<file path="config.mk">
export PLATFORM = sky130hd
export DESIGN_NAME = counter
export DESIGN_NICKNAME = d
export VERILOG_FILES = /design/src/rtl/counter.sv
export SDC_FILE = /design/constraint.sdc
export NUM_CORES = 1
export LEC_CHECK = 0
export ABC_AREA = 1
export BUFFER_PORTS_ARGS = -buffer_cell sky130_fd_sc_hd__buf_2
export CAP_MARGIN = 20
export CORE_AREA = 2 2 39 41
export DETAILED_ROUTE_END_ITERATION = 12
export DIE_AREA = 0 0 41 43
export PLACE_DENSITY = 0.49
export SLEW_MARGIN = 0
export SYNTH_ARGS = -nofsm -noshare
export SYNTH_HDL_FRONTEND = slang
export SYNTH_SLANG_ARGS = --single-unit
</file>
<file path="constraint.sdc">
create_clock -name clk -period 1.6 [get_ports clk]
set_clock_uncertainty 0.2 [all_clocks]
set_input_delay 0.24 -clock clk [delete_from_list [all_inputs] [get_ports clk]]
set_output_delay 0.24 -clock clk [all_outputs]
set_load 0.05 [all_outputs]
</file>
<file path="src/rtl/counter.sv">
// Edge-triggered event counter: counts rising edges of `increment`, with a
// synchronous active-high reset and a build-time choice of wrap or saturate.
module counter #(
    parameter int unsigned WIDTH = 8,
    parameter bit          WRAP  = 1'b1
) (
    input  logic             clk,
    input  logic             reset,
    input  logic             increment,
    output logic [WIDTH-1:0] count
);

    localparam logic [WIDTH-1:0] One = {{(WIDTH-1){1'b0}}, 1'b1};

    logic [WIDTH-1:0] r_count;
    logic             r_inc_q;
    logic             w_rise;
    logic             w_at_max;
    logic             w_hold_at_max;

    // Rise of the request against the previous-edge sample, and saturation guard.
    always_comb begin
        w_rise        = increment & ~r_inc_q;
        w_at_max      = &r_count;
        w_hold_at_max = w_at_max & ~WRAP;
    end

    // Sample the request on every edge (even during reset) so that a level
    // held high across reset release is never mistaken for a fresh rise.
    always_ff @(posedge clk) begin
        r_inc_q <= increment;
    end

    // Count register: reset wins over a rise; the add naturally wraps modulo 2^WIDTH.
    always_ff @(posedge clk) begin
        if (reset) begin
            r_count <= '0;
        end else if (w_rise && !w_hold_at_max) begin
            r_count <= r_count + One;
        end
    end

    assign count = r_count;

endmodule

</file>
# ---- Word-level counts from Yosys, hierarchy flattened
# Index checks and enable logic that the tools add are counted.
dict set report word_totals {
  input_bits 3
  output_inout_bits 8
  word_cells 5
  regBits 9
}
dict set report classes {
  add_sub_neg 1
  n_bitwise 2
}
# cell n
set op_table {}
lappend op_table {{8-bit by 1-bit adder with 8-bit output (second input constant)} 1}
lappend op_table {{1-bit AND} 1}
lappend op_table {{1-bit NOT} 1}

# ---- Logic depth before layout (Yosys ltp)
dict set report logic_depth {
  ltp_word 2
  ltp_mapped 6
  depth_no_buf 6
}

# ---- Worst setup path before layout
# No wires, ideal clock.
dict set report synth_timing {
  path_kind {register to register}
  start {register r_count[1], in the netlist count[1]}
  end {register r_count[6], in the netlist count[6]}
  setup_time_ns 0.115
  arrival_ns 1.324
  synth_period_minus_slack_ns 1.639
  path_stages_with_launch 7
  t_required_ns 1.285
  slack_ns -0.039
  n_path_buf 0
  path_cell_list {dfxtp_1 > ha_1 > nand3_2 > nor2_4 > nand3_1 > nand2_1 > nor2_1}
}
dict set report synth_between {
  elab_chain_cells 1
}
# element line
set synth_lines {}
lappend synth_lines {{start, declared} 15} ;# logic [WIDTH-1:0] r_count;
lappend synth_lines {{start signal, assigned} 39} ;# r_count <= r_count + One;
lappend synth_lines {{8-bit by 1-bit adder with 8-bit output} 39}
# No other way between the ends.
# A chain may end at the register's enable or synchronous reset.

# ---- Worst setup path after layout
dict set report layout_timing {
  start {register r_count[3], in the netlist count[3]}
  end {output port count[3]}
}
# element line
set layout_lines {}
lappend layout_lines {{end, declared} 10} ;# output logic [WIDTH-1:0] count
# No word-level cell between the ends.

==> impl_metrics.yaml <==
drt:
  wl_per_cell_um: 8.709
  drc: 0
  dr_wl_met2_um: 334
  viasPerCell: 4.198
  first_pass_iters: 4
  maxUsedRoutingLayer: "met4"
  vias: 361
  routed-wl-met3_um: 26
  routed_wl_um: 749
  drt-met1-wl_um: 358
  ant_nets: 0
  first_iter_violations: 1
setup_path:
  cp_max_fo: 7
  critPathRequiredTime_ns: 1.16
  arrival_ns: 1.01
  end_kind: "primary output"
  slowest_stage: "dfxtp_1"
  start_kind: "flip-flop"
  slowest_delay_ns: 0.45
  crit_type: "reg2out"
  ff2ff_setup_slack_ns: 0.35
  cp_num_buf_inv: 1
  critPathTopFamily: "flip-flops"
  path_cells: "buf_2"
placed_design:
  dpl-instance-area_um2: 480.5
  globalplace.congestion: 0.7603
  dp_cells: 80
  dpl.hpwl_um: 562.7
  numPortBuffers: 10
clock_tree:
  cts_tree: "done"
  cts_setup_buffers: 0
  clock_latency_ns: 0.26
  post_cts_resized: 0
  htreeDepth: 1
  cts-hold-fix-buffers: 2
  cts.sinks: 9
  cts-root-buf: "clkbuf_4"
  clk_pin_slew_ns: 0.06
  numCtsBuffers: 3
  clockBufferDepth: 2
timing:
  timing.final.crit_share_pct: 90.87
  max_freq_mhz: 687.8
  fin_crit_ns: 1.454
  hold_viol: 0
  relSlewSlack_pct: 83.66
  tightest_slew_ns: 0.2468
  holdWs_ns: 0.3090
  fin_setup_tns_ns: 0
  finalSetupViolations: 0
  drv_slew: 0
  grt_setup_unrepaired: "false"
power_and_ir_drop:
  p_leak_uw: 0.0002527
  p_per_area_nw_per_um2: 865.9
  total_power_uw: 456.1
  p_int_uw: 340.1
  clock_power_share_pct: 39.4
  sw_frac_of_total_pct: 25.44
  combinationalPowerShare_pct: 9.2
  vdd.ir_drop.worst_v: 0.0003810
  switchingPower_uw: 116.1
  seq_power_share_pct: 51.5
finish:
  fillers: 163
  seq_area_um2: 182.7
  final_nets: 75
  finalInstanceArea_um2: 526.8
  finalNonFillerCells: 86
  drive_above_1_share_pct: 32.86
  multiInputGateArea_um2: 209.0
  antenna_cells: 0
  syn2layout_area_growth_pct: 29.14
die:
  io_pins: 11
  die_area_um2: 1763
  die_y_um: 43
  die_x_um: 41
  initial_core_util_pct: 29.48
  row_count: 14
  core_area_um2: 1384
synth:
  syn_nets: 58
  yosys_warnings: 0
  synth.avg_cell_area_um2: 7.554
  synthCells: 54
  postSynthRegisterBits: 9
  ys_types: 14
  synth_seq_area_share_pct: 44.17
  syn_area_um2: 407.9
grt:
  grt_pass1_wl_um: 1207
  grt.total_usage_pct: 10.57
  grt_pass1_vias: 297
  antenna_found_initial: 0
  grt_max_degree: 8
  grt_overflow: 0
min_path:
  hold_path.class: "reg2reg"
flow_run:
  cap_violations: 0
status:
  status: "completed"
metal layers:
layer / up-vias / global-route usage (%)
met1: 150 / 13.31
li1: 199 / -
met3: 4 / 1.571
met4: 0 / 10.00
met2: 8 / 14.37
met5: - / 0
state kept, by name, summed over array words and instances, names as in the netlist:
| signal | count |
|---|---|
| count | 8 |
| r_inc_q | 1 |
path summary, 6_finish.rpt:
kind / cells after the start / startpoint / end
worst max-delay path: 1 / count[3] / count[3]
worst max register to register: 6 / count[0] / count[6]
worst min register to register: 2 / count[0] / count[0]
worst min-delay path: 2 / count[0] / count[0]
power groups by stage:
| stage | sequential (uW) | combinational [uW] | clock, uW |
|---|---|---|---|
| final | 235 | 41.8 | 180 |
| after global routing | 235 | 47.1 | 200 |
| after CTS | 235 | 41.9 | 188 |
| after detailed placement | 240 | 38.2 | 0 |
| after global placement | 240 | 38.8 | 0 |
| after floorplan | 252 | 15.1 | 0 |
cell families (layout without fill, tap and decap cells):
group / Yosys count / count (layout) / share of synthesized area [%]
flops: 9 / 9 / 44.17
buf+inv: 5 / 21 / 4.599
simple gates: 34 / 34 / 40.18
xor+xnor: 1 / 1 / 2.148
compound gates: 4 / 4 / 5.828
fa+ha+maj: 1 / 1 / 3.067
per-stage QoR:
step / worst slack [ns] / utilization (%)
after detailed placement: 0.3548 / 34.72
after global placement: 0.3769 / 34.72
after CTS: 0.1403 / 38.07
after global routing: 0.1012 / 38.07
after floorplan: 0.1173 / -
final: 0.1462 / 38.07
synth_stat cells:
| library cell | instances | share of area (%) |
|---|---|---|
| a21oi_1 | 2 | 2.5 |
| nand2_2 | 2 | 3.1 |
| nand3_1 | 3 | 3.7 |
| nand3_2 | 2 | 4.9 |
| inv_2 | 1 | 0.92 |
| inv_1 | 4 | 3.7 |
| o21ai_0 | 1 | 1.2 |
| nand2_1 | 12 | 11 |
| xor2_1 | 1 | 2.1 |
| nor2_4 | 2 | 5.5 |
| a21oi_2 | 1 | 2.1 |
| dfxtp_1 | 9 | 44 |
| ha_1 | 1 | 3.1 |
| nor2_1 | 13 | 12 |
cell type report:
type	instances	share of cell area, %
timing repair buffer	12	13.30
tap	16	3.800
multi-input combinational	40	39.67
clock buffer	4	4.988
sequential	9	34.68
inverter	5	3.563
cells in the final DEF (no fill, tap or decap):
cell type / synthesis / final
a21oi_1: 2 / 2
a21oi_2: 1 / 1
buf_2: 0 / 10
clkbuf_1: 0 / 1
clkbuf_4: 0 / 3
dfxtp_1: 9 / 7
dfxtp_2: 0 / 2
dlygate4sd3_1: 0 / 2
ha_1: 1 / 1
inv_1: 4 / 4
inv_2: 1 / 1
nand2_1: 12 / 12
nand2_2: 2 / 2
nand3_1: 3 / 3
nand3_2: 2 / 2
nor2_1: 13 / 13
nor2_4: 2 / 2
o21ai_0: 1 / 1
xor2_1: 1 / 1
(Power assumes the default switching activity.)
